**src/rtl/puf_cro_ctrl.sv**
```systemverilog
// puf_cro_ctrl: measurement sequencer for a ring-oscillator PUF cell pair.
// Optional build macro PUF_CRO_CTRL_VOTE_EN: three passes per request with a
// majority vote on the response bit. Without it, a single pass is run.
//
// state   | meaning
// --------+----------------------------------------------------------
// IDLE    | waiting for start; challenge and counts held
// SETTLE  | challenge applied, oscillators off, path settling
// MEASURE | oscillators enabled, edges counted
// DRAIN   | oscillators off, edges still in the synchronizers counted
// COMPARE | counts compared, response registered
// DONE    | resp_valid pulse, busy low
module puf_cro_ctrl #(
    parameter int SETTLE_CYC = 4,
    parameter int WINDOW     = 64,
    parameter int CNT_W      = 8
) (
    input  logic             clk,
    input  logic             rst,
    input  logic             start,
    input  logic [5:0]       challenge,
    output logic             busy,
    output logic [5:0]       cro_challenge,
    output logic             cro_en,
    input  logic             ro_a,
    input  logic             ro_b,
    output logic             resp_valid,
    output logic             resp,
    output logic             tie,
    output logic [CNT_W-1:0] cnt_a,
    output logic [CNT_W-1:0] cnt_b
);

    localparam logic [2:0] IDLE    = 3'd0;
    localparam logic [2:0] SETTLE  = 3'd1;
    localparam logic [2:0] MEASURE = 3'd2;
    localparam logic [2:0] DRAIN   = 3'd3;
    localparam logic [2:0] COMPARE = 3'd4;
    localparam logic [2:0] DONE    = 3'd5;

    localparam int TMAX = (SETTLE_CYC > WINDOW) ? SETTLE_CYC : WINDOW;
    localparam int TW   = $clog2(TMAX + 1) + 1;
    localparam logic [TW-1:0]    T_SETTLE = TW'(SETTLE_CYC - 1);
    localparam logic [TW-1:0]    T_WIN    = TW'(WINDOW - 1);
    localparam logic [TW-1:0]    T_DRAIN  = TW'(2);
    localparam logic [CNT_W-1:0] CNT_MAX  = {CNT_W{1'b1}};

    logic [2:0]       state_q, state_d;
    logic [TW-1:0]    timer_q, timer_d;
    logic [2:0]       sync_a_q, sync_b_q;
    logic [CNT_W-1:0] cnt_a_q, cnt_b_q;
    logic [5:0]       chal_q;
    logic             busy_q, cro_en_q, resp_valid_q, resp_q, tie_q;
    logic             edge_a, edge_b, counting, pass_start, accept;
    logic             pass_resp, pass_tie, last_pass;

`ifdef PUF_CRO_CTRL_VOTE_EN
    logic [1:0] pass_q;
    logic [1:0] votes_q;
    logic       tie_acc_q;
    assign last_pass = (pass_q == 2'd2);
`else
    assign last_pass = 1'b1;
`endif

    // bit 1 is the synchronized level, bit 2 the previous synchronized level
    assign edge_a     = sync_a_q[1] & ~sync_a_q[2];
    assign edge_b     = sync_b_q[1] & ~sync_b_q[2];
    assign counting   = (state_q == MEASURE) || (state_q == DRAIN);
    assign accept     = (state_q == IDLE) && start;
    assign pass_start = (state_d == SETTLE) && (state_q != SETTLE);
    assign pass_resp  = (cnt_a_q > cnt_b_q);
    assign pass_tie   = (cnt_a_q == cnt_b_q);

    // Next-state and down-counter timer; each timed state exits at terminal count 0
    always_comb begin
        state_d = state_q;
        timer_d = timer_q;
        case (state_q)
            IDLE: begin
                if (start) begin
                    state_d = SETTLE;
                    timer_d = T_SETTLE;
                end
            end
            SETTLE: begin
                if (timer_q == '0) begin
                    state_d = MEASURE;
                    timer_d = T_WIN;
                end else begin
                    timer_d = timer_q - 1'b1;
                end
            end
            MEASURE: begin
                if (timer_q == '0) begin
                    state_d = DRAIN;
                    timer_d = T_DRAIN;
                end else begin
                    timer_d = timer_q - 1'b1;
                end
            end
            DRAIN: begin
                if (timer_q == '0) state_d = COMPARE;
                else               timer_d = timer_q - 1'b1;
            end
            COMPARE: begin
                if (last_pass) begin
                    state_d = DONE;
                end else begin
                    state_d = SETTLE;
                    timer_d = T_SETTLE;
                end
            end
            DONE:    state_d = IDLE;
            default: state_d = IDLE;
        endcase
    end

    // State, timer and registered control outputs
    always_ff @(posedge clk) begin
        if (rst) begin
            state_q      <= IDLE;
            timer_q      <= '0;
            busy_q       <= 1'b0;
            cro_en_q     <= 1'b0;
            resp_valid_q <= 1'b0;
            chal_q       <= '0;
        end else begin
            state_q      <= state_d;
            timer_q      <= timer_d;
            busy_q       <= (state_d != IDLE) && (state_d != DONE);
            cro_en_q     <= (state_d == MEASURE);
            resp_valid_q <= (state_d == DONE);
            if (accept) chal_q <= challenge;
        end
    end

    // Two-flop synchronizers plus an edge-detect flop per oscillator
    always_ff @(posedge clk) begin
        if (rst) begin
            sync_a_q <= '0;
            sync_b_q <= '0;
        end else begin
            sync_a_q <= {sync_a_q[1:0], ro_a};
            sync_b_q <= {sync_b_q[1:0], ro_b};
        end
    end

    // Saturating edge counters, cleared at the start of every pass
    always_ff @(posedge clk) begin
        if (rst) begin
            cnt_a_q <= '0;
            cnt_b_q <= '0;
        end else if (pass_start) begin
            cnt_a_q <= '0;
            cnt_b_q <= '0;
        end else if (counting) begin
            if (edge_a && (cnt_a_q != CNT_MAX)) cnt_a_q <= cnt_a_q + 1'b1;
            if (edge_b && (cnt_b_q != CNT_MAX)) cnt_b_q <= cnt_b_q + 1'b1;
        end
    end

`ifdef PUF_CRO_CTRL_VOTE_EN
    // Per-pass votes; the final pass resolves the majority and the any-tie flag
    always_ff @(posedge clk) begin
        if (rst) begin
            pass_q    <= '0;
            votes_q   <= '0;
            tie_acc_q <= 1'b0;
            resp_q    <= 1'b0;
            tie_q     <= 1'b0;
        end else if (accept) begin
            pass_q    <= '0;
            tie_acc_q <= 1'b0;
        end else if (state_q == COMPARE) begin
            if (last_pass) begin
                resp_q <= (votes_q[0] & votes_q[1]) | (votes_q[0] & pass_resp) |
                          (votes_q[1] & pass_resp);
                tie_q  <= tie_acc_q | pass_tie;
            end else begin
                votes_q[pass_q[0]] <= pass_resp;
                tie_acc_q          <= tie_acc_q | pass_tie;
                pass_q             <= pass_q + 2'd1;
            end
        end
    end
`else
    // Single-pass response
    always_ff @(posedge clk) begin
        if (rst) begin
            resp_q <= 1'b0;
            tie_q  <= 1'b0;
        end else if (state_q == COMPARE) begin
            resp_q <= pass_resp;
            tie_q  <= pass_tie;
        end
    end
`endif

    assign busy          = busy_q;
    assign cro_challenge = chal_q;
    assign cro_en        = cro_en_q;
    assign resp_valid    = resp_valid_q;
    assign resp          = resp_q;
    assign tie           = tie_q;
    assign cnt_a         = cnt_a_q;
    assign cnt_b         = cnt_b_q;

endmodule

```
**config.mk**
```make
export PLATFORM = sky130hd
export DESIGN_NAME = puf_cro_ctrl
export DESIGN_NICKNAME = d
export VERILOG_FILES = /design/src/rtl/puf_cro_ctrl.sv
export SDC_FILE = /design/constraint.sdc
export NUM_CORES = 1
export LEC_CHECK = 0
export ABC_AREA = 1
export BUFFER_PORTS_ARGS = -buffer_cell sky130_fd_sc_hd__buf_2
export CELL_PAD_IN_SITES_DETAIL_PLACEMENT = 0
export CELL_PAD_IN_SITES_GLOBAL_PLACEMENT = 1
export CORE_MARGIN = 2
export CORE_UTILIZATION = 25
export CTS_CLUSTER_SIZE = 10
export DETAILED_ROUTE_END_ITERATION = 10
export GPL_TIMING_DRIVEN = 0
export HOLD_SLACK_MARGIN = 0.02
export PLACE_DENSITY = 0.61
export SETUP_SLACK_MARGIN = 0.4
export SKIP_LAST_GASP = 1
export SLEW_MARGIN = 30
export SYNTH_ARGS = -nofsm -noshare
export SYNTH_HDL_FRONTEND = slang
export SYNTH_SLANG_ARGS = --single-unit
```
**constraint.sdc**
```tcl
create_clock -name clk -period 4.2 [get_ports clk]
set_input_delay 0.84 -clock clk [delete_from_list [all_inputs] [get_ports clk]]
set_output_delay 0.84 -clock clk [all_outputs]
set_load 0.05 [all_outputs]
```
==> metrics.log <==
[metrics] die footprint: 9904 sq um
[metrics] Final Setup Violations: 0
[metrics] result of the run: finished clean
[metrics] Setup Buffers After CTS: 0
[metrics] share of the clock period used by the worst path: 0.4625
[metrics] number of nets in the synthesized netlist: 341
[metrics] placeable core region: 8806 sq um
[metrics] Seq/Total Area, Yosys: 0.3862
[metrics] Rows: 34
[metrics] cell with the largest stage delay on the worst path: dfxtp_1
[metrics] Crit path max-delay family: flip-flops
[metrics] number of hold-repair buffers added at the cts stage: 0
[metrics] share of total power consumed by net switching: 0.4009
[metrics] vias in the first global route: 1909
[metrics] largest area contributor in the synthesized netlist: dfxtp_1
[metrics] horizontal die dimension: 99.52 um
[metrics] largest family of logic cells by synthesized area: simple AND/OR/NAND/NOR gates
[metrics] average cell area after synthesis: 7.173 sq um
[metrics] post-detailed-route count of antenna-violating nets: 0
[metrics] global-route wire length before repair: 9232 um
[metrics] area share of xor/xnor cells in the synthesized design: 0.04224
[metrics] number of pins with negative max-slew slack in the final report: 0
[metrics] Req. time, crit path: 3360 ps
[metrics] most frequent standard cell in the layout excluding fill and tap cells: nand2_1
[metrics] share of final-layout standard cells stronger than drive strength 1: 0.1934
[metrics] setup repair after global routing missed its margin: no
[metrics] count of buffers inserted at the top-level ports: 36
[metrics] vias post-DR: 2026
[metrics] complex-gate fraction of the synthesized area: 0.1190
[metrics] combinational cell fraction of total power: 0.360
[metrics] overall power: 1.323 mW
[metrics] synthesized area: 2281 sq um
[metrics] Final Critical Period: 1942 ps
[metrics] final routed DRC violation total: 0
[metrics] top cells by area, synth: dfxtp_1 (39%), nand2_1 (13%), a21oi_1 (6.8%)
[metrics] most used cells in the layout excluding fill and tap cells: nand2_1 (79), dfxtp_1 (44), nor2_1 (40)
[metrics] Bufs on Longest Clock Path: 2
[metrics] post-DP HPWL: 4021 um
[metrics] number of unique standard cell types used by synthesis: 31
[metrics] fmax: 514.8 MHz
[metrics] GRT Max-Usage Layer: met2
[metrics] number of detailed-routing iterations run before antenna repair: 5
[metrics] filler instances: 982
[metrics] crit path buf inv count: 1
[metrics] I/O pin total: 38
[metrics] clock skew after layout: 8.230 ps
[metrics] Remaining Overflow, GRT: 0
[metrics] met1 routing resource usage after global routing: 0.1637
[metrics] standby leakage power: 1.240 nW
[metrics] part of the power in the clock network: 0.259
[metrics] post-synthesis to final-layout area growth: 18.92%
[metrics] wire length per cell: 11.50 um
[metrics] synthesized-area fraction occupied by and/or/nand/nor cells: 0.2990
[metrics] adder and majority cell fraction of the synthesized area: 0.06583
[metrics] routed vias/inst: 4.311
[metrics] cell count after synthesis: 318
[metrics] fraction of post-synthesis cell area in the top cell type by area: 0.3862
[metrics] critical path start-end classification: reg -> out
[metrics] CTS H-tree lvls: 2
[metrics] Slowest Stage Delay on Critical Path: 490 ps
[metrics] clock-pin slew of the registers on the worst-case setup and hold paths: 100 ps
[metrics] Yosys warning count: 0
[metrics] TritonCTS clock tree: done
[metrics] worst rel slew slack: 0.6379
[metrics] initial core utilization: 0.2590
[metrics] sum of negative setup slack: 0 ps
[metrics] synthesized flop and latch total: 44
[metrics] worst slew pin tran: 543.1 ps
[metrics] latest clock arrival within the worst-skew pair: 300 ps
[metrics] Resized Gates After CTS: 0
[metrics] Final #Nets: 384
[metrics] max-capacitance violation count: 0
[metrics] number of clock buffers inserted by TritonCTS: 5
[metrics] CP endpoint kind: primary output
[metrics] Hold Path Class: reg -> reg
[metrics] y dimension of the die: 99.52 um
[metrics] maximum fanout count along the critical path: 6
[metrics] category of the worst setup path launch point: register
[metrics] post-synthesis mux area share: 0
[metrics] clock net sink count: 44
[metrics] number of hold violations in the final report: 0
[metrics] global routing usage on met3: 0.02600
[metrics] number of antenna repair diodes: 0
[metrics] pwr/cell area: 487.7 nW/um^2
[metrics] net switching power of the design: 0.5304 mW
[metrics] antenna violations before repair: 0
[metrics] Critical Path AT: 1100 ps
[metrics] violation count after the first detailed-route iteration: 63
[metrics] Worst IR Drop VDD: 201.8 uV
[metrics] final RePlAce weighted congestion: 0.7829
[metrics] routed wire length: 5404 um
[metrics] Flop pwr share: 0.381
[metrics] cell chain of the critical path: buf_2
[metrics] global-route usage over all layers: 0.1142
[metrics] largest net degree at the start of global routing: 16
[metrics] clock tree root driver cell: clkbuf_8
[metrics] Int Pwr: 0.7926 mW
[metrics] GR Layer Usage met2: 0.1731
## cell usage after synthesis
| library cell | count |
|---|---|
| a21oi_1 | 31 |
| a21oi_2 | 1 |
| buf_2 | 1 |
| buf_4 | 1 |
| buf_6 | 2 |
| clkbuf_1 | 2 |
| dfxtp_1 | 44 |
| ha_1 | 12 |
| inv_1 | 35 |
| inv_2 | 7 |
| nand2_1 | 79 |
| nand2_2 | 4 |
| nand2_4 | 1 |
| nand3_1 | 9 |
| nand3_2 | 1 |
| nand4_1 | 4 |
| nor2_1 | 40 |
| nor2_2 | 1 |
| nor2_4 | 2 |
| nor3_1 | 5 |
| nor3_2 | 2 |
| nor3_4 | 2 |
| nor4_1 | 1 |
| o2111ai_1 | 1 |
| o21a_1 | 1 |
| o21ai_0 | 15 |
| o21ai_2 | 1 |
| o21bai_1 | 1 |
| or3_1 | 1 |
| xnor2_1 | 2 |
| xor2_1 | 9 |
## sequential cells by signal, indices dropped and copies added (netlist names)
name	count
resp	1
sync_a_q	3
cnt_a	8
timer_q	8
sync_b_q	3
state_q	3
tie	1
resp_valid	1
cro_challenge	6
busy	1
cnt_b	8
cro_en	1
## path summary, 6_finish.rpt
path	slack [ps]	endpoint	startpoint	cells past startpoint
min	410	sync_b_q[1]	sync_b_q[0]	2
min reg2reg	410	sync_b_q[1]	sync_b_q[0]	2
max	2260	cnt_b[0]	cnt_b[0]	1
max reg2reg	2510	cnt_b[3]	cnt_b[0]	10
## layer usage
metal  share of wire  up-vias
met5               0        -
li1                -     1092
met1            0.53      906
met3           0.028        2
met4          0.0067        0
met2            0.43       26
## power by group through the flow
| stage | Combinational (mW) | Sequential, mW | Clock [mW] |
|---|---|---|---|
| after floorplan | 0.321 | 0.567 | 0 |
| after global placement | 0.479 | 0.513 | 0 |
| after detailed placement | 0.478 | 0.513 | 0 |
| after CTS | 0.479 | 0.504 | 0.358 |
| after global routing | 0.546 | 0.513 | 0.376 |
| final | 0.477 | 0.504 | 0.343 |
## per-stage QoR
step	setup slack, ps	instance area (sq um)	std cells	hold WS, ps	utilization
finish	2258	2713	470	406.3	0.3080
CTS	2232	2713	470	409.1	0.3080
global route	2180	2713	470	416.1	0.3080
detailed placement	2185	2596	462	394.9	0.2948
global placement	2167	2596	462	390.1	0.2948
floorplan	2412	2281	318	388.3	-
## tightest hold or removal path, stage by stage, from the launching register on
cell and delay (ps):
dfxtp_1 310, inv_1 40, nor2_1 30
## cell families (layout without fill, tap and decap cells)
group | Yosys count | count (layout)
AO/OA/AOI/OAI | 51 | 51
XOR/XNOR | 11 | 11
adder cells (fa/ha/maj) | 12 | 12
buffers and inverters | 48 | 92
flip-flops | 44 | 44
AND/OR/NAND/NOR | 152 | 152
## cell type report
class | instances | area (sq um) | area share
clock inverters | 3 | 47.55 | 0.01753
inverters | 42 | 157.7 | 0.05812
multi-input cells | 226 | 1200 | 0.4423
flip-flops and latches | 44 | 880.8 | 0.3247
plain buffers | 6 | 42.54 | 0.01568
repair buffers | 36 | 180.2 | 0.06642
well taps | 108 | 135.1 | 0.04982
clock buffers | 5 | 68.82 | 0.02537
Power figures use the tool's default switching activity.
